`src/rtl/debug_sequencer_if.sv`:
```
`default_nettype none
// ============================================================================
// Module      : debug_sequencer_if
// Description : Bundles the command, halt, debug-decoder, bus and response
//               signals of the debug sequencer.
//               master : sequencer side (drives ready/halt/op/bus/rsp)
//               slave  : environment side (deframer, core, datapath, host)
//               Ports: cmd_valid/ready/op/arg/data, halt_req/halted,
//               debug_op/argx/addr/wdata, bus_req/ack, rd_data,
//               rsp_valid/ready/data/err.
// Revision    : 1.0 - initial release
// ============================================================================
interface debug_sequencer_if #(
  parameter int ADDR_W = 16,
  parameter int DATA_W = 16
);
  logic              cmd_valid;
  logic              cmd_ready;
  logic [3:0]        cmd_op;
  logic [3:0]        cmd_arg;
  logic [DATA_W-1:0] cmd_data;
  logic              halt_req;
  logic              halted;
  logic [3:0]        debug_op;
  logic [3:0]        debug_argx;
  logic [ADDR_W-1:0] debug_addr;
  logic [DATA_W-1:0] debug_wdata;
  logic              bus_req;
  logic              bus_ack;
  logic [DATA_W-1:0] rd_data;
  logic              rsp_valid;
  logic              rsp_ready;
  logic [DATA_W-1:0] rsp_data;
  logic              rsp_err;

  modport master (
    input  cmd_valid, cmd_op, cmd_arg, cmd_data, halted, bus_ack, rd_data, rsp_ready,
    output cmd_ready, halt_req, debug_op, debug_argx, debug_addr, debug_wdata,
           bus_req, rsp_valid, rsp_data, rsp_err
  );

  modport slave (
    output cmd_valid, cmd_op, cmd_arg, cmd_data, halted, bus_ack, rd_data, rsp_ready,
    input  cmd_ready, halt_req, debug_op, debug_argx, debug_addr, debug_wdata,
           bus_req, rsp_valid, rsp_data, rsp_err
  );
endinterface
`default_nettype wire

```
`src/rtl/debug_sequencer.sv`:
```
`default_nettype none
// ============================================================================
// Module      : debug_sequencer
// Description : Turns host debug commands into halt requests, one debug op
//               per command, and memory bus handshakes; owns the
//               auto-incrementing debug address and returns one response
//               word per command.
//               Ports: clk, rst_n (async, active-low), dbg (master modport
//               of debug_sequencer_if).
//               Optional feature: define DEBUG_SEQ_TIMEOUT_EN to abandon
//               halt/bus waits after TIMEOUT cycles with RSP_ERR=1.
// Revision    : 1.0 - initial release
// ============================================================================
module debug_sequencer #(
  parameter int ADDR_W  = 16,
  parameter int DATA_W  = 16,
  parameter int TIMEOUT = 255
) (
  input  logic              clk,
  input  logic              rst_n,
  debug_sequencer_if.master dbg
);

  typedef enum logic [2:0] {
    S_IDLE      = 3'd0,
    S_HALT_WAIT = 3'd1,
    S_ISSUE     = 3'd2,
    S_BUS_WAIT  = 3'd3,
    S_RESP      = 3'd4
  } state_e;

  localparam logic [2:0] OP_NONE    = 3'd0;
  localparam logic [2:0] OP_RD_REG  = 3'd1;
  localparam logic [2:0] OP_RD_MEM  = 3'd4;
  localparam logic [2:0] OP_WR_MEM  = 3'd5;
  localparam logic [2:0] OP_LD_ADDR = 3'd6;
  localparam logic [2:0] OP_RESUME  = 3'd7;

  state_e            state_q;
  logic [3:0]        op_q;
  logic [3:0]        arg_q;
  logic [DATA_W-1:0] data_q;
  logic [ADDR_W-1:0] addr_q;
  logic              cmd_ready_q;
  logic              halt_req_q;
  logic              bus_req_q;
  logic              rsp_valid_q;
  logic [DATA_W-1:0] rsp_data_q;
  logic [3:0]        debug_op_q;
  logic [3:0]        debug_argx_q;
  logic              inc_en;
  logic              is_mem_op;
  logic              expired;

  // Only register reads and memory accesses advance the address.
  assign inc_en    = op_q[0] && (op_q[3:1] == OP_RD_REG || op_q[3:1] == OP_RD_MEM ||
                                 op_q[3:1] == OP_WR_MEM);
  assign is_mem_op = (op_q[3:1] == OP_RD_MEM) || (op_q[3:1] == OP_WR_MEM);

`ifdef DEBUG_SEQ_TIMEOUT_EN
  localparam int TMR_W = ($clog2(TIMEOUT + 1) > 8) ? $clog2(TIMEOUT + 1) : 8;
  localparam logic [TMR_W-1:0] TMR_LAST = TMR_W'(TIMEOUT - 1);

  logic [TMR_W-1:0] timer_q;
  logic             rsp_err_q;

  // Counts consecutive cycles spent in a wait state; cleared everywhere else,
  // so each wait starts from zero.
  always_ff @(posedge clk or negedge rst_n) begin
    if (!rst_n) begin
      timer_q <= '0;
    end else if (state_q == S_HALT_WAIT || state_q == S_BUS_WAIT) begin
      timer_q <= timer_q + TMR_W'(1);
    end else begin
      timer_q <= '0;
    end
  end

  assign expired     = (timer_q == TMR_LAST);
  assign dbg.rsp_err = rsp_err_q;
`else
  logic unused_timeout;
  assign unused_timeout = (TIMEOUT != 0);
  assign expired        = 1'b0;
  assign dbg.rsp_err    = 1'b0;
`endif

  always_ff @(posedge clk or negedge rst_n) begin
    if (!rst_n) begin
      state_q      <= S_IDLE;
      op_q         <= '0;
      arg_q        <= '0;
      data_q       <= '0;
      addr_q       <= '0;
      cmd_ready_q  <= 1'b0;
      halt_req_q   <= 1'b0;
      bus_req_q    <= 1'b0;
      rsp_valid_q  <= 1'b0;
      rsp_data_q   <= '0;
      debug_op_q   <= '0;
      debug_argx_q <= '0;
`ifdef DEBUG_SEQ_TIMEOUT_EN
      rsp_err_q    <= 1'b0;
`endif
    end else begin
      case (state_q)
        S_IDLE: begin
          cmd_ready_q <= 1'b1;
          if (dbg.cmd_valid && cmd_ready_q) begin
            cmd_ready_q <= 1'b0;
            op_q        <= dbg.cmd_op;
            arg_q       <= dbg.cmd_arg;
            data_q      <= dbg.cmd_data;
            case (dbg.cmd_op[3:1])
              OP_NONE: begin
                rsp_data_q  <= '0;
                rsp_valid_q <= 1'b1;
                state_q     <= S_RESP;
              end
              OP_LD_ADDR: begin
                addr_q      <= ADDR_W'(dbg.cmd_data);
                rsp_data_q  <= dbg.cmd_data;
                rsp_valid_q <= 1'b1;
                state_q     <= S_RESP;
              end
              OP_RESUME: begin
                halt_req_q  <= 1'b0;
                rsp_data_q  <= '0;
                rsp_valid_q <= 1'b1;
                state_q     <= S_RESP;
              end
              default: begin
                halt_req_q <= 1'b1;
                // Already halted: skip the wait and present the op next cycle.
                if (dbg.halted) begin
                  debug_op_q   <= dbg.cmd_op;
                  debug_argx_q <= dbg.cmd_arg;
                  state_q      <= S_ISSUE;
                end else begin
                  state_q <= S_HALT_WAIT;
                end
              end
            endcase
          end
        end

        S_HALT_WAIT: begin
          if (dbg.halted) begin
            debug_op_q   <= op_q;
            debug_argx_q <= arg_q;
            state_q      <= S_ISSUE;
          end else if (expired) begin
            rsp_data_q  <= '0;
            rsp_valid_q <= 1'b1;
            state_q     <= S_RESP;
`ifdef DEBUG_SEQ_TIMEOUT_EN
            rsp_err_q   <= 1'b1;
`endif
          end
        end

        S_ISSUE: begin
          if (is_mem_op) begin
            bus_req_q <= 1'b1;
            state_q   <= S_BUS_WAIT;
          end else begin
            debug_op_q   <= '0;
            debug_argx_q <= '0;
            rsp_data_q   <= dbg.rd_data;
            rsp_valid_q  <= 1'b1;
            state_q      <= S_RESP;
            if (inc_en) addr_q <= addr_q + ADDR_W'(1);
          end
        end

        S_BUS_WAIT: begin
          // An ack in the expiry cycle takes priority over the timeout.
          if (dbg.bus_ack) begin
            bus_req_q    <= 1'b0;
            debug_op_q   <= '0;
            debug_argx_q <= '0;
            rsp_data_q   <= (op_q[3:1] == OP_RD_MEM) ? dbg.rd_data : data_q;
            rsp_valid_q  <= 1'b1;
            state_q      <= S_RESP;
            if (inc_en) addr_q <= addr_q + ADDR_W'(1);
          end else if (expired) begin
            bus_req_q    <= 1'b0;
            debug_op_q   <= '0;
            debug_argx_q <= '0;
            rsp_data_q   <= '0;
            rsp_valid_q  <= 1'b1;
            state_q      <= S_RESP;
`ifdef DEBUG_SEQ_TIMEOUT_EN
            rsp_err_q    <= 1'b1;
`endif
          end
        end

        S_RESP: begin
          if (dbg.rsp_ready) begin
            rsp_valid_q <= 1'b0;
            cmd_ready_q <= 1'b1;
            state_q     <= S_IDLE;
`ifdef DEBUG_SEQ_TIMEOUT_EN
            rsp_err_q   <= 1'b0;
`endif
          end
        end

        default: state_q <= S_IDLE;
      endcase
    end
  end

  assign dbg.cmd_ready   = cmd_ready_q;
  assign dbg.halt_req    = halt_req_q;
  assign dbg.debug_op    = debug_op_q;
  assign dbg.debug_argx  = debug_argx_q;
  assign dbg.debug_addr  = addr_q;
  assign dbg.debug_wdata = data_q;
  assign dbg.bus_req     = bus_req_q;
  assign dbg.rsp_valid   = rsp_valid_q;
  assign dbg.rsp_data    = rsp_data_q;

endmodule
`default_nettype wire
```
`src/flat_wrapper.sv`:
```
// flat-port wrapper written by rule: the top's interface ports become plain ports
module debug_sequencer_flat 
#(
  parameter int ADDR_W  = 16,
  parameter int DATA_W  = 16,
  parameter int TIMEOUT = 255
)
  (clk, rst_n, dbg_cmd_valid, dbg_cmd_op, dbg_cmd_arg, dbg_cmd_data, dbg_halted, dbg_bus_ack, dbg_rd_data, dbg_rsp_ready, dbg_cmd_ready, dbg_halt_req, dbg_debug_op, dbg_debug_argx, dbg_debug_addr, dbg_debug_wdata, dbg_bus_req, dbg_rsp_valid, dbg_rsp_data, dbg_rsp_err);
  debug_sequencer_if #(.ADDR_W(ADDR_W), .DATA_W(DATA_W)) dbg_i ();
  input  logic clk;
  input  logic rst_n;
  input wire logic [$bits(dbg_i.cmd_valid)-1:0] dbg_cmd_valid;
  input wire logic [$bits(dbg_i.cmd_op)-1:0] dbg_cmd_op;
  input wire logic [$bits(dbg_i.cmd_arg)-1:0] dbg_cmd_arg;
  input wire logic [$bits(dbg_i.cmd_data)-1:0] dbg_cmd_data;
  input wire logic [$bits(dbg_i.halted)-1:0] dbg_halted;
  input wire logic [$bits(dbg_i.bus_ack)-1:0] dbg_bus_ack;
  input wire logic [$bits(dbg_i.rd_data)-1:0] dbg_rd_data;
  input wire logic [$bits(dbg_i.rsp_ready)-1:0] dbg_rsp_ready;
  output wire logic [$bits(dbg_i.cmd_ready)-1:0] dbg_cmd_ready;
  output wire logic [$bits(dbg_i.halt_req)-1:0] dbg_halt_req;
  output wire logic [$bits(dbg_i.debug_op)-1:0] dbg_debug_op;
  output wire logic [$bits(dbg_i.debug_argx)-1:0] dbg_debug_argx;
  output wire logic [$bits(dbg_i.debug_addr)-1:0] dbg_debug_addr;
  output wire logic [$bits(dbg_i.debug_wdata)-1:0] dbg_debug_wdata;
  output wire logic [$bits(dbg_i.bus_req)-1:0] dbg_bus_req;
  output wire logic [$bits(dbg_i.rsp_valid)-1:0] dbg_rsp_valid;
  output wire logic [$bits(dbg_i.rsp_data)-1:0] dbg_rsp_data;
  output wire logic [$bits(dbg_i.rsp_err)-1:0] dbg_rsp_err;
  assign dbg_i.cmd_valid = dbg_cmd_valid;
  assign dbg_i.cmd_op = dbg_cmd_op;
  assign dbg_i.cmd_arg = dbg_cmd_arg;
  assign dbg_i.cmd_data = dbg_cmd_data;
  assign dbg_i.halted = dbg_halted;
  assign dbg_i.bus_ack = dbg_bus_ack;
  assign dbg_i.rd_data = dbg_rd_data;
  assign dbg_i.rsp_ready = dbg_rsp_ready;
  assign dbg_cmd_ready = dbg_i.cmd_ready;
  assign dbg_halt_req = dbg_i.halt_req;
  assign dbg_debug_op = dbg_i.debug_op;
  assign dbg_debug_argx = dbg_i.debug_argx;
  assign dbg_debug_addr = dbg_i.debug_addr;
  assign dbg_debug_wdata = dbg_i.debug_wdata;
  assign dbg_bus_req = dbg_i.bus_req;
  assign dbg_rsp_valid = dbg_i.rsp_valid;
  assign dbg_rsp_data = dbg_i.rsp_data;
  assign dbg_rsp_err = dbg_i.rsp_err;
  debug_sequencer #(.ADDR_W(ADDR_W), .DATA_W(DATA_W), .TIMEOUT(TIMEOUT)) u_core (.clk(clk), .rst_n(rst_n), .dbg(dbg_i));
endmodule
```
`config.mk`:
```
export PLATFORM = sky130hd
export DESIGN_NAME = debug_sequencer_flat
export DESIGN_NICKNAME = d
export VERILOG_FILES = /design/src/rtl/debug_sequencer_if.sv /design/src/rtl/debug_sequencer.sv /design/src/flat_wrapper.sv
export SDC_FILE = /design/constraint.sdc
export NUM_CORES = 1
export LEC_CHECK = 0
export CORE_UTILIZATION = 30
export CTS_CLUSTER_DIAMETER = 50
export CTS_CLUSTER_SIZE = 28
export DETAILED_ROUTE_END_ITERATION = 10
export PLACE_DENSITY = 0.54
export SLEW_MARGIN = 15
export SYNTH_ARGS = -nofsm -noshare
export SYNTH_HDL_FRONTEND = slang
export SYNTH_SLANG_ARGS = --single-unit
```
`constraint.sdc`:
```
create_clock -name clk -period 5.2 [get_ports clk]
set_input_delay 0.52 -clock clk [delete_from_list [all_inputs] [get_ports clk]]
set_output_delay 0.52 -clock clk [all_outputs]
set_load 0.01 [all_outputs]
```
**Word level (Yosys, flattened, before mapping)**

Cells that the tools add are included.

- Register bits: 71
- Output and inout port bits: 61
- Bits of input ports: 46

- Eq/ne operators: 20
- Add/sub/neg operators: 1
- Mux-type cells: 45
- Bitwise gates (word level): 1
- Reduce and logical (&&, ||, !) cells: 24

Operator list:

| cell | number |
|---|---|
| 16-bit 2-to-1 mux | 9 |
| 16-bit one-hot mux with 3 select lines | 2 |
| 4-bit 2-to-1 mux | 10 |
| 16-bit one-hot mux with 2 select lines | 1 |
| 4-bit one-hot mux with 4 select lines | 2 |
| 3-bit 2-to-1 mux | 6 |
| 16-bit by 1-bit adder with 16-bit output, second input constant | 1 |
| 2-bit != test, second input constant | 8 |
| 3-bit equality test, second input constant | 5 |
| 3-bit one-hot mux with 5 select lines | 1 |
| 5-bit AND reduction | 2 |
| 1-bit 2-to-1 mux | 9 |
| 4-bit nonzero test | 2 |
| 7-bit AND reduction | 1 |
| 3-bit by 1-bit equality test with 1-bit output, second input constant | 2 |
| 3-bit by 2-bit equality test with 1-bit output, second input constant | 2 |
| 3-bit zero test | 2 |
| 1-bit one-hot mux with 2 select lines | 3 |
| 3-bit AND reduction | 2 |
| 6-bit AND reduction | 1 |
| 2-bit by 1-bit != test with 1-bit output, second input constant | 2 |
| 1-bit one-hot mux with 4 select lines | 1 |
| 2-bit AND reduction | 2 |
| 4-bit AND reduction | 1 |
| other kinds (9) | 14 |

**Longest topological paths before layout**

Gate-level depths: netlist (run 1).

- Word-level depth: 7
- Depth in mapped cells: 10
- Mapped depth without buffers: 6

**Worst setup path after synthesis (run 1)**

No wires, ideal clock.

- Path type: input to register
- Start point: in dbg_cmd_op[3]
- End point: reg u_core.rsp_data_q[10], in the netlist u_core.dbg.rsp_data[10]
- Setup slack: 3.317 ns
- Stages: 6
- Arrival time: 1.752 ns
- Cell sequence: or3_1 -> and3_1 -> clkbuf_1 -> clkbuf_1 -> a222oi_1 -> a21oi_1

- Longest elaborated chain between the ends: 5
- Elaborated cells on any way between the ends: 9
- Those cells by class: 3 x eq/ne; 3 x mux; 3 x reduce/logical

Ends and longest elaborated chain:

| item | RTL line | source |
|---|---|---|
| from (decl) | flat_wrapper.sv:13 | `input wire logic [$bits(dbg_i.cmd_op)-1:0] dbg_cmd_op;` |
| 3-bit equality test / 3-bit zero test (equally long branches) | debug_sequencer.sv:114 | `case (dbg.cmd_op[3:1])` |
| 2-bit OR reduction (no source line) | n/a |  |
| 16-bit one-hot mux with 2 select lines | debug_sequencer.sv:114 |  |
| 16-bit 2-to-1 mux | debug_sequencer.sv:109 | `if (dbg.cmd_valid && cmd_ready_q) begin` |
| 16-bit one-hot mux with 3 select lines | debug_sequencer.sv:106 | `case (state_q)` |
| to (signal assigned) | debug_sequencer.sv:122 | `rsp_data_q <= dbg.cmd_data;` |
| to (signal assigned) | debug_sequencer.sv:169 | `rsp_data_q <= dbg.rd_data;` |
| to (signal assigned) | debug_sequencer.sv:182 | `rsp_data_q <= (op_q[3:1] == OP_RD_MEM) ? dbg.rd_data : data_q;` |
| to (decl) | debug_sequencer.sv:48 | `logic [DATA_W-1:0] rsp_data_q;` |

Several ways; a longest one is shown, not always the timed one. The select of a mux whose other input is x is not followed.
A chain may end at the register's enable or synchronous reset.

**Worst setup path in the final report (run 1)**

- Start point: reg u_core.state_q[1]
- End point: reg u_core.addr_q[9], in the netlist u_core.dbg.debug_addr[9]

- Longest elaborated chain between the ends: 3
- Elaborated cells on any way between the ends: 10
- Those cells by class: 6 x eq/ne; 1 x mux; 3 x reduce/logical

Ends and longest elaborated chain:

| item | RTL line | source |
|---|---|---|
| from (decl) | debug_sequencer.sv:39 | `state_e state_q;` |
| from (signal assigned) | debug_sequencer.sv:90 | `state_q <= S_IDLE;` |
| from (signal assigned) | debug_sequencer.sv:118 | `state_q <= S_RESP;` |
| from (signal assigned) | debug_sequencer.sv:124 | `state_q <= S_RESP;` |
| 3-bit by 2-bit equality test with 1-bit output / 3-bit zero test (equally long branches) | debug_sequencer.sv:106 |  |
| 2-bit != test (no source line) (tied with other cells) | n/a |  |
| 5-bit AND reduction (no source line) | n/a |  |
| to (signal assigned) | debug_sequencer.sv:121 | `addr_q <= ADDR_W'(dbg.cmd_data);` |
| to (signal assigned) | debug_sequencer.sv:172 | `if (inc_en) addr_q <= addr_q + ADDR_W'(1);` |
| to (signal assigned) | debug_sequencer.sv:185 | `if (inc_en) addr_q <= addr_q + ADDR_W'(1);` |
| to (decl) | debug_sequencer.sv:43 | `logic [ADDR_W-1:0] addr_q;` |

Several ways; a longest one is shown, not always the timed one.

==> impl_metrics.tcl, run 1 <==
set metrics [dict create \
    status "finished with violations" \
    violations "design-rule violations" \
    powerDensity_mw_per_mm2 675.9 \
    p_sw_frac 0.3831 \
    dieHeight_um 111.1 \
    period_share 0.5316 \
    ys_ff_latch 71 \
    power.leakage_uw 0.001975 \
    rrSetupSlack_ns 2.44 \
    cts.sinks 71 \
    synth_top_area_frac 0.4972 \
    worst-path-buf-inv 0 \
    avgRoutedWirePerCell_um 18.42 \
    r2r_cells 5 \
    drc_errors 4 \
    dr_total_vias 3211 \
    grt_pass1_wl_mm 17.33 \
    dpl-instance-area_mm2 0.004657 \
    cpPeakStageDelay_ns 0.93 \
    routed_via_density 5.470 \
    fin_crit_ns 2.764 \
    die_w_um 111.1 \
    fin_area_mm2 0.004965 \
    num_antenna_cells 0 \
    holdBufCountCts 0 \
    r2r-start "u_core.state_q[1]$_DFFE_PN0P_" \
    clock-root-buffer "clkbuf_16" \
    drt_iter0_markers 198 \
    finalClockSkew_ns 0.007588 \
    netlist_area_mm2 0.003573 \
    core_mm2 0.01152 \
    cts_setup_buffers 0 \
    num_io_pins 107 \
    p_sw_uw 1285 \
    final_hold_viol_count 0 \
    grt_max_degree 72 \
    p_int_uw 2070 \
    max_slew.worst_pin.slew_ns 1.078 \
    dp.final_hpwl_mm 7.518 \
    p_clk_frac 0.187 \
    max-slew-margin-rel 0.2778 \
    setup_viol 0 \
    synth_edf_count 0 \
    nFillCells 1132 \
    comb_power_share 0.482 \
    antenna_found_initial 0 \
    io_buffer_count 105 \
    critPathLaunchType "flop" \
    finalPower_uw 3356 \
    fin_nets 486 \
    ir_worst_vdd_mv 0.2524 \
    crit_type "reg2reg" \
    h-tree-depth 3 \
    grt_pass1_vias 3189 \
    place.gp.congestion 0.7961 \
    cts.clk_slew.worst_paths_ns 0.06 \
    synth_nets 393 \
    endpoint_kind "flop" \
    syn_to_final_growth_pct 38.94 \
    pwr-share-seq 0.331 \
    cts_made_buffers 9 \
    critPathMaxFanout 31 \
    tns_ns 0 \
    grt_overflow 0 \
    synth.most_common_cell "dfrtp_1" \
    clockBufferDepth 2 \
    cp_data_arrival_time_ns 2.98 \
    grt_usage 0.1794 \
    cp_slowest_cell "nor2b_2" \
    crit_family "simple AND/OR/NAND/NOR gates" \
    hp-class "in2async" \
    drt.antenna.violating_nets 0 \
    yosys-top-cells-area "dfrtp_1 (50%), mux2_2 (9.8%), a21oi_1 (5.0%), a222oi_1 (4.5%), nor2_1 (3.4%)" \
    holdWs_ns 0.4089 \
    tritoncts "built" \
    r2r-end "u_core.dbg.debug_addr[9]$_DFFE_PN0P_" \
    path_cells "nor2b_2, o21ai_0, nand4_1, nor2_1, a22o_1" \
    fmax_mhz 361.7 \
    slew_violations 0 \
    yosysUniqueCellTypes 48 \
    die_area_mm2 0.01235 \
    drive_gt1_frac 0.1374 \
    cp.required_ns 5.41 \
    ys_seq_area_frac 0.4972 \
    totalWireLength_mm 10.82 \
    drv_cap 0 \
    synthTopCellsByCount "dfrtp_1 (71), a21oi_1 (36), nor2_1 (32), mux2_2 (31), nand2_1 (29)" \
    rows 39 \
    synthCells 346 \
    initial_core_util 0.3103 \
    rsz0062_at_grt "false" \
    yosysTopAreaCell "dfrtp_1" \
    async_flop_share 1.000 \
    syn_area_per_cell_um2 10.33 \
    yosysWarnings 0 \
    ys.flop_type "dfrtp_1" \
    firstDrtPassIters 10 \
    post_cts_resized 0 \
    insertion_delay_ns 0.33 \
]
==> through the flow <==
| stage | std cells | util | setup slack (ns) |
|---|---|---|---|
| after global placement | 571 | 0.4044 | 2.157 |
| after CTS | 587 | 0.4310 | 2.382 |
| after floorplan | 346 | - | 3.317 |
| after detailed placement | 571 | 0.4044 | 2.070 |
| final | 587 | 0.4311 | 2.436 |
| after global routing | 587 | 0.4311 | 2.168 |
==> power groups by stage <==
stage                     registers (µW)  clock network, µW  logic [µW]
after floorplan                     1140                  0         903
after global placement              1110                  0        1600
after detailed placement            1110                  0        1620
after CTS                           1110                642        1630
after global routing                1150                669        1770
final                               1110                628        1620
==> cell families after synthesis <==
group / count (synthesis) / synth area share
AO/OA/AOI/OAI: 109 / 0.2087
adder cells (fa/ha/maj): 1 / 0.003501
buffers and inverters: 30 / 0.05182
flip-flops: 71 / 0.4972
multiplexers: 31 / 0.09769
other: 1 / 0.001049
AND/OR/NAND/NOR: 103 / 0.1401
==> per-layer routing <==
layer	up-vias	track usage	share of wire
met5	-	0	0
met4	0	0.05225	0.0099
met3	10	0.03827	0.049
met2	104	0.2876	0.47
met1	1603	0.2433	0.47
li1	1494	-	-
==> flip-flops by register name, indices dropped and copies added, names as in the netlist <==
| signal | flops |
|---|---|
| u_core.dbg.debug_addr | 16 |
| u_core.dbg.debug_wdata | 16 |
| u_core.dbg.rsp_data | 16 |
| u_core.arg_q | 4 |
| u_core.dbg.debug_argx | 4 |
| u_core.dbg.debug_op | 4 |
| u_core.op_q | 4 |
| u_core.state_q | 3 |
| u_core.dbg.bus_req | 1 |
| u_core.dbg.cmd_ready | 1 |
| u_core.dbg.halt_req | 1 |
| u_core.dbg.rsp_valid | 1 |
==> placed cells by master (no fill, tap or decap), drive strengths merged, types with 5 or more instances in the layout <==
| cell type | instances |
|---|---|
| dfrtp | 71 |
| nand2 | 29 |
| a22o | 10 |
| a21oi | 36 |
| clkdlybuf4s50 | 104 |
| nor2 | 32 |
| a31oi | 10 |
| nand3 | 10 |
| o21ai | 14 |
| mux2 | 31 |
| nand4 | 7 |
| buf | 5 |
| clkbuf | 10 |
| a222oi | 16 |
==> worst max-delay path by stage <==
| stage | from | endpoint | slack, ns | depth (start not counted) |
|---|---|---|---|---|
| 2_1_floorplan | dbg_cmd_op[3] | u_core.dbg.rsp_data[10]$_DFFE_PN0P_ | 3.32 | 6 |
| 3_3_place_gp | dbg_bus_ack | u_core.dbg.rsp_data[8]$_DFFE_PN0P_ | 2.16 | 6 |
| 3_5_place_dp | dbg_bus_ack | u_core.dbg.rsp_data[14]$_DFFE_PN0P_ | 2.07 | 5 |
| 4_1_cts | dbg_bus_ack | u_core.dbg.rsp_data[9]$_DFFE_PN0P_ | 2.38 | 5 |
| 5_1_grt | u_core.state_q[1]$_DFFE_PN0P_ | u_core.dbg.debug_addr[9]$_DFFE_PN0P_ | 2.17 | 5 |
| 6_report | u_core.state_q[1]$_DFFE_PN0P_ | u_core.dbg.debug_addr[9]$_DFFE_PN0P_ | 2.44 | 5 |
==> cell type report <==
type	instances	area, µm²	share of cell area
inverters	3	11.26	0.002268
multi-input cells	245	1615	0.3254
well taps	143	178.9	0.03604
clock inverters	6	67.56	0.01361
repair buffers	109	1076	0.2167
clock buffers	10	239.0	0.04814
flip-flops and latches	71	1777	0.3579
(Power assumes the default switching activity.)
==> run 2: changes to the inputs <==
--- a/config.mk
+++ b/config.mk
@@ -9,7 +9,7 @@
 export CTS_CLUSTER_DIAMETER = 50
 export CTS_CLUSTER_SIZE = 28
 export DETAILED_ROUTE_END_ITERATION = 10
-export PLACE_DENSITY = 0.54
+export PLACE_DENSITY = 0.56
 export SLEW_MARGIN = 15
 export SYNTH_ARGS = -nofsm -noshare
 export SYNTH_HDL_FRONTEND = slang
==> constraint.sdc (replaced) <==
create_clock -name clk -period 2.4 [get_ports clk]
set_input_delay 0.24 -clock clk [delete_from_list [all_inputs] [get_ports clk]]
set_output_delay 0.24 -clock clk [all_outputs]
set_load 0.01 [all_outputs]
==> run 2 against run 1 <==
The flow still finishes with violations (design-rule violations); non-clock buffer count rose by 12; final area rose by 1.7%; clock power rose by 91%; critical endpoint is now u_core.dbg.rsp_data[11]$_DFFE_PN0P_.
==> impl_metrics.tcl, run 2 (synthesis gave the netlist of run 1 again) <==
set metrics [dict create \
    tns_ns 0 \
    critPathLaunchType "flop" \
    p_sw_frac 0.3831 \
    dp.final_hpwl_mm 7.635 \
    avgRoutedWirePerCell_um 18.13 \
    insertion_delay_ns 0.33 \
    max-slew-margin-rel 0.4596 \
    post_cts_resized 0 \
    num_io_pins 107 \
    cp_data_arrival_time_ns 2.22 \
    crit_type "reg2reg" \
    fin_crit_ns 1.968 \
    num_antenna_cells 0 \
    dr_total_vias 3254 \
    clockBufferDepth 2 \
    period_share 0.8201 \
    cts_setup_buffers 0 \
    critPathMaxFanout 11 \
    cts_made_buffers 9 \
    drt.antenna.violating_nets 0 \
    ir_worst_vdd_mv 0.4563 \
    hp-class "in2async" \
    die_area_mm2 0.01235 \
    grt_pass1_wl_mm 17.05 \
    finalClockSkew_ns 0.004966 \
    antenna_found_initial 0 \
    p_clk_frac 0.165 \
    p_sw_uw 2795 \
    grt_overflow 0 \
    core_mm2 0.01152 \
    firstDrtPassIters 11 \
    final_cell_mix "clkdlybuf4s50_1 (104), dfrtp_1 (71), a21oi_1 (36)" \
    rows 39 \
    grt_pass1_vias 3047 \
    dpl-instance-area_mm2 0.004777 \
    final_common_cell "clkdlybuf4s50_1" \
    pwr-share-seq 0.327 \
    endpoint_kind "flop" \
    comb_power_share 0.508 \
    die_w_um 111.1 \
    dieHeight_um 111.1 \
    initial_core_util 0.3103 \
    powerDensity_mw_per_mm2 1444 \
    drc_errors 4 \
    final_hold_viol_count 0 \
    fin_nets 498 \
    grt_max_degree 72 \
    place.gp.congestion 0.7922 \
    h-tree-depth 3 \
    setup_viol 0 \
    violations "design-rule violations" \
    fin_area_mm2 0.005051 \
    power.leakage_uw 0.002026 \
    status "finished with violations" \
    syn_to_final_growth_pct 41.35 \
    tritoncts "built" \
    fmax_mhz 508.1 \
    cp.required_ns 2.65 \
    holdBufCountCts 1 \
    cts.clk_slew.worst_paths_ns 0.06 \
    rsz0062_at_grt "false" \
    drt_iter0_markers 238 \
    max_slew.worst_pin.slew_ns 0.8076 \
    p_int_uw 4501 \
    slew_violations 0 \
    io_buffer_count 105 \
    totalWireLength_mm 10.83 \
    cts.sinks 71 \
    grt_usage 0.1782 \
    drv_cap 0 \
    routed_via_density 5.451 \
    drive_gt1_frac 0.1498 \
    clock-root-buffer "clkbuf_16" \
]
==> run 2: area by class of cell <==
cell class,instances,area [µm²]
fill,1101,6465
clock inverter,3,21.27
clock buffer,11,242.7
multi-input combinational,245,1614
sequential,71,1777
tap,143,178.9
inverter,3,11.26
timing repair buffer,121,1206
==> run 2: routing by layer <==
| layer | wire (µm) | vias up | global-route usage |
|---|---|---|---|
| li1 | - | 1520 | - |
| met1 | 4992 | 1587 | 0.2497 |
| met2 | 5041 | 135 | 0.2738 |
| met3 | 657 | 12 | 0.03116 |
| met4 | 134 | 0 | 0.06757 |
| met5 | 0 | - | 0 |
==> run 2: worst paths after layout <==
path                                                         to  slack (ns)                           start  cells past startpoint
setup / recovery            u_core.dbg.rsp_data[11]$_DFFE_PN0P_        0.43      u_core.op_q[2]$_DFFE_PN0P_                      6
hold / removal             u_core.dbg.debug_addr[4]$_DFFE_PN0P_        0.48                           rst_n                      3
setup reg to reg            u_core.dbg.rsp_data[11]$_DFFE_PN0P_        0.43      u_core.op_q[2]$_DFFE_PN0P_                      6
hold reg to reg                  u_core.dbg.bus_req$_DFFE_PN0P_        0.49  u_core.dbg.bus_req$_DFFE_PN0P_                      2
max in group asynchronous   u_core.dbg.rsp_data[12]$_DFFE_PN0P_        1.62                           rst_n                      3
min in group clk                 u_core.dbg.bus_req$_DFFE_PN0P_        0.49  u_core.dbg.bus_req$_DFFE_PN0P_                      2
==> run 2: power groups by stage <==
stage / Sequential, µW / Clock [µW] / Combinational, µW
after floorplan: 2480 / 0 / 1960
after detailed placement: 2380 / 0 / 3720
after global placement: 2390 / 0 / 3670
final: 2390 / 1200 / 3710
after CTS: 2380 / 1240 / 3740
after global routing: 2470 / 1290 / 4020
==> run 2: critical path: stages, from the launching register on <==
cell      delay [ns]
dfrtp_1         0.40
nand2b_1        0.18
o21a_1          0.17
nor2_1          0.61
buf_4           0.27
a222oi_1        0.09
a21oi_1         0.16
==> run 2: metrics by stage <==
stage	power (µW)	std cells	setup WS [ns]	hold slack, ns	util
finish	7296	597	0.4317	0.4760	0.4386
global route	7781	597	0.2568	0.5114	0.4386
CTS	7353	597	0.4122	0.4884	0.4386
floorplan	4438	346	0.5524	-0.05559	-
global placement	6054	582	0.2685	0.3026	0.4148
detailed placement	6101	582	0.2394	0.3078	0.4148
==> RTL edit 1, RTL diff (flow settings as in run 2) <==
The option `DEBUG_SEQ_TIMEOUT_EN` is turned on by a define.
--- a/src/rtl/debug_sequencer.sv
+++ b/src/rtl/debug_sequencer.sv
@@ -13,2 +13,4 @@
 // ============================================================================
+`define DEBUG_SEQ_TIMEOUT_EN
+
 module debug_sequencer #(
Check against the original RTL: same outputs for any inputs over 4 cycles, from zero or initial values and one cycle with rst_n low; that may be too few to reach the edited logic, so the function may still have changed.
==> RTL edit 1 against run 2 <==
Area after synthesis grew 19%; routed wire length is 22% higher; power up 8.7%; largest power group unchanged; worst setup slack got worse by 0.16 ns; combinational power up 6.7%; final area rose by 16%; sequential cell count rose by 9.
==> RTL edit 1: results (changes against run 2) <==
| Metric | Value |
|---|---|
| Vias in the first global route | `3877 (+27%)` |
| Skew final | `0.00518 ns (+0.000211 ns)` |
| Synth Area in Adders | `0.880% (+0.53 points)` |
| Post-synthesis compound-gate area fraction | `23.3% (+2.4 points)` |
| Xor/xnor cell area share of the yosys netlist | `1.23% (+1.2 points)` |
| Post-Syn Nets | `459 (+17%)` |
| Seq/Total Area, Yosys | `46.9% (-2.8 points)` |
| Average wire per standard cell | `18.8 um (+3.5%)` |
| Layout Cell Area excl Fill | `0.00588 sq mm (+16%)` |
| Area growth from synthesis to layout | `37.8%` |
| Final non-clock buffer share | `20.8% (-3.1 points)` |
| Leakage power figure | `2.30 nW (+14%)` |
| Cell family with the largest share of critical-path delay | `compound AO/OA/AOI/OAI gates` |
| Count of flip-flops and latches | `80 (+13%)` |
| Worst-case setup slack after placement | `0.209 ns (-0.0306 ns)` |
| Last weighted congestion value of the routability-driven placer | `0.882 (+11%)` |
| All-Layer GR Usage | `18.9% (+1.1 points)` |
| Max-Slew Margin vs Limit | `52.0% (+6.0 points)` |
| Global-route wire length before repair | `21400 um (+26%)` |
| Peak per-stage delay on the critical path | `0.57 ns (-0.04 ns)` |
| Ranking of synthesized cells by area | `sky130_fd_sc_hd__dfrtp_1 (47%), sky130_fd_sc_hd__mux2_2 (8.4%), sky130_fd_sc_hd__o32ai_1 (3.7%), sky130_fd_sc_hd__a21oi_1 (3.6%), sky130_fd_sc_hd__a221oi_1 (3.3%)` |
| Pin count of the biggest net entering global routing | `45 (-38%)` |
| Pre-antenna DRT Iters | `4 (-7)` |
| Average cell area after synthesis | `10.4 sq um (+0.73%)` |
| Top cells by instance count after synthesis | `sky130_fd_sc_hd__dfrtp_1 (80), sky130_fd_sc_hd__mux2_2 (32), sky130_fd_sc_hd__a21oi_1 (31)` |
| Register cell area after layout | `0.00200 sq mm (+13%)` |
| Fraction of layout instances using a drive strength above 1 | `15.5% (+0.54 points)` |
| Worst hold slack | `0.421 ns (-0.0546 ns)` |
| Status | `completed` |
| Placement Cell Area | `0.00556 sq mm (+16%)` |
| Fillcell total | `1367 (+24%)` |
| Share of final layout cell area taken by clock buffers and inverters | `5.24% (+0.011 points)` |
| Number of cells after detailed placement | `685 (+18%)` |
| Post-DR vias/cell | `5.49 (+0.65%)` |
| Worst VDD drop | `0.000691 V (+51%)` |
| PortBufs | `106 (+0.95%)` |
| Multiplexer share of the synthesized area | `8.45% (-1.3 points)` |
| Layout multi-input combinational cell count | `278 (+13%)` |
## RTL edit 1: changes by cell type after synthesis, moves of 6 or more
| cell | delta |
|---|---|
| sky130_fd_sc_hd__clkbuf_1 | +6 |
| sky130_fd_sc_hd__a41oi_1 | +6 |
| sky130_fd_sc_hd__o32ai_1 | +17 |
| sky130_fd_sc_hd__dfrtp_1 | +9 |
| sky130_fd_sc_hd__o21ai_0 | -6 |
| sky130_fd_sc_hd__inv_1 | +21 |
| sky130_fd_sc_hd__nand2_1 | -8 |
| sky130_fd_sc_hd__a222oi_1 | -16 |
| sky130_fd_sc_hd__nor2_1 | -11 |
| sky130_fd_sc_hd__a221oi_1 | +16 |
## RTL edit 1: path summary, 6_finish.rpt
kind                                             to  depth (start not counted)
max                          u_core.dbg.rsp_data[1]                          5
min                        u_core.dbg.debug_addr[8]                          2
max reg2reg                  u_core.dbg.rsp_data[1]                          5
min reg2reg                         u_core.arg_q[3]                          1
max in group asynchronous    u_core.dbg.rsp_data[7]                          3
min in group clk                    u_core.arg_q[3]                          1
## RTL edit 1: power by group through the flow
stage               clock, W  combinational, W  sequential [W]
global route         0.00150           0.00433         0.00265
CTS                  0.00145           0.00399         0.00256
finish               0.00141           0.00396         0.00256
global placement           0           0.00391         0.00256
detailed placement         0           0.00397         0.00257
floorplan                  0           0.00214         0.00262
## RTL edit 1: routing by layer
layer / up-vias / share of wire [%] / track usage (%)
met1: 1889 / 46 / 26.2
met5: - / 0 / 0
met3: 13 / 6.1 / 3.90
li1: 1798 / - / -
met4: 0 / 1.4 / 4.63
met2: 151 / 47 / 30.0
## RTL edit 1: timing repair
item,CTS,global route
resized for setup,0,0
endpoints found under the hold margin,36,0
hold buffers,1,0
==> RTL edit 2, RTL diff (flow settings as in run 2) <==
Made on the original files. Re-encode `state_e` (5 states) as one-hot, 5 bits wide.
--- a/src/rtl/debug_sequencer.sv
+++ b/src/rtl/debug_sequencer.sv
@@ -23,8 +23,8 @@
 
-  typedef enum logic [2:0] {
-    S_IDLE      = 3'd0,
-    S_HALT_WAIT = 3'd1,
-    S_ISSUE     = 3'd2,
-    S_BUS_WAIT  = 3'd3,
-    S_RESP      = 3'd4
+  typedef enum logic [4:0] {
+    S_IDLE      = 5'b00001,
+    S_HALT_WAIT = 5'b00010,
+    S_ISSUE     = 5'b00100,
+    S_BUS_WAIT  = 5'b01000,
+    S_RESP      = 5'b10000
   } state_e;
Formal check against the unedited RTL: no difference found for any inputs over 4 cycles, from zero or initial values and one cycle with rst_n low; so few cycles prove little.
==> RTL edit 2 against run 2 <==
Sequential cell count up 2; global-route usage up 0.58 points; area after synthesis up 3.1%; non-clock buffer count up 3; worst setup slack worse by 0.35 ns; final cell count up 10%; routed wire length up 4.3%; power up 0.99%; core utilization up 0.18 points; clock power up 19%; final area up 4.7%; critical path depth unchanged; critical path type unchanged; synthesized cell count up 16%.
==> RTL edit 2: results (changes against run 2) <==
| Metric | Value |
|---|---|
| Ranking of synthesized cells by area | `sky130_fd_sc_hd__dfrtp_1 (49%), sky130_fd_sc_hd__nand2_1 (10%), sky130_fd_sc_hd__a21oi_1 (4.6%), sky130_fd_sc_hd__a222oi_1 (4.3%), sky130_fd_sc_hd__nor2_1 (3.8%)` |
| Worst-case setup slack after placement | `-0.171 ns (-0.410 ns)` |
| Violation count after the first detailed-routing iteration | `254 (+6.7%)` |
| Number of setup buffers added after CTS | `0 (unchanged)` |
| Skew final | `0.0119 ns (+0.00691 ns)` |
| Launching instance or port of the critical path | `u_core.state_q[0]` |
| Last weighted congestion value of the routability-driven placer | `0.870 (+9.8%)` |
| Leakage power figure | `2.22 nW (+9.6%)` |
| Average wire per standard cell | `17.1 um (-5.5%)` |
| Post-Syn Nets | `447 (+14%)` |
| DRC Markers | `0 (-4)` |
| Global-route wire length before repair | `18100 um (+6.4%)` |
| Nets | `554 (+11%)` |
| Cell at the slowest stage of the critical path | `sky130_fd_sc_hd__dfstp_2` |
| Clock edge transition at the registers on the reported setup and hold paths | `0.06 ns (about the same)` |
| Later-pin clock latency in the skew report | `0.33 ns (about the same)` |
| Worst Path Arrival | `2.58 ns (+0.36 ns)` |
| Root Buffer | `sky130_fd_sc_hd__clkbuf_16` |
| Number of cells after detailed placement | `643 (+10%)` |
| Num CTS Buffers | `9 (unchanged)` |
| Max Buffers Root-to-Sink | `2 (unchanged)` |
| Gate count after technology mapping | `400 (+16%)` |
| Most common flop cell mapped by yosys | `sky130_fd_sc_hd__dfrtp_1` |
| PortBufs | `105 (unchanged)` |
| Top cells by instance count after synthesis | `sky130_fd_sc_hd__nand2_1 (99), sky130_fd_sc_hd__dfrtp_1 (72), sky130_fd_sc_hd__nor2_1 (37)` |
| Yosys warns | `0 (unchanged)` |
| Post-detailed-placement half-perimeter wirelength | `7940 um (+4.0%)` |
| Status | `completed` |
| All-Layer GR Usage | `18.4% (+0.58 points)` |
| Transition at the pin with the smallest max-transition slack | `0.952 ns (+0.144 ns)` |
| Vias in the first global route | `3349 (+9.9%)` |
| Pre-antenna DRT Iters | `6 (-5)` |
| Pin count of the biggest net entering global routing | `74 (+2.8%)` |
| Peak per-stage delay on the critical path | `0.57 ns (-0.04 ns)` |
| Area used by multi-input combinational logic | `0.00172 sq mm (+6.7%)` |
| Worst VDD drop | `0.000480 V (+5.2%)` |
| Class of the tightest hold or removal check | `in2async` |
| Post-synthesis cell type count | `49 (+2.1%)` |
| Seq/Total Area, Yosys | `49.6% (-0.11 points)` |
| Fraction of layout instances using a drive strength above 1 | `12.9% (-2.1 points)` |
| Fillcell total | `1190 (+8.1%)` |
| Maximum fanout along the worst path | `20 (+9)` |
| Number of diodes added for antenna fixing | `0 (unchanged)` |
| Placement Cell Area | `0.00496 sq mm (+3.9%)` |
| Maximum level of the CTS H-tree | `3 (unchanged)` |
| Via count | `3433 (+5.5%)` |
| Post-DR vias/cell | `5.21 (-4.4%)` |
| Number of antenna violations at the first check in global routing | `0 (unchanged)` |
| Proportion of register bits with asynchronous set or reset after synthesis | `100% (unchanged)` |
## RTL edit 2: power breakdown
group	internal (W)	switching (W)
clock network	0.000909	0.000524
registers	0.00186	0.000526
logic	0.00181	0.00174
total	0.00458	0.00279
## RTL edit 2: worst paths after layout
| check | end | slack (ns) | cells past startpoint |
|---|---|---|---|
| min in group clk | u_core.arg_q[0] | 0.47 | 2 |
| worst min register to register | u_core.arg_q[0] | 0.47 | 2 |
| worst min-delay path | u_core.dbg.debug_wdata[4] | 0.06 | 1 |
| worst max-delay path | u_core.dbg.debug_addr[15] | 0.08 | 6 |
| worst max register to register | u_core.dbg.debug_addr[15] | 0.08 | 6 |
| max in group asynchronous | u_core.dbg.rsp_data[7] | 1.73 | 1 |
## RTL edit 2: worst max-delay path: cells and delay by family (launching register included)
kind,cells,cell delay (ns)
AO/OA/AOI/OAI,3,0.50
flip-flops,1,0.57
buffers and inverters,1,0.18
AND/OR/NAND/NOR,2,1.00
## RTL edit 2: logic make-up after synthesis
group / count (synthesis) / synth area share (%)
compound gates: 105 / 21.3
other cells: 1 / 0.102
simple gates: 180 / 21.5
fa+ha+maj: 1 / 0.340
xor+xnor: 1 / 0.238
flops: 73 / 49.6
mux: 9 / 2.72
buf+inv: 30 / 4.14
## RTL edit 2: routing by layer
layer | share of wire [%] | global-route usage, %
met4 | 0.95 | 4.27
met3 | 6.9 | 5.46
met1 | 45 | 23.9
met5 | 0 | 0
met2 | 47 | 30.1
## RTL edit 2: area by class of cell
cell class / count / area share [%]
multi-input cells: 297 / 32.5
inverters: 2 / 0.142
clock buffers: 9 / 4.26
clock inverters: 7 / 1.80
repair buffers: 124 / 23.2
well taps: 147 / 3.48
flip-flops and latches: 73 / 34.6
## RTL edit 2: what timing repair did
item                       CTS  global route
setup endpoints to repair   16             1
pin swaps                    0             1
resized for setup            1             0
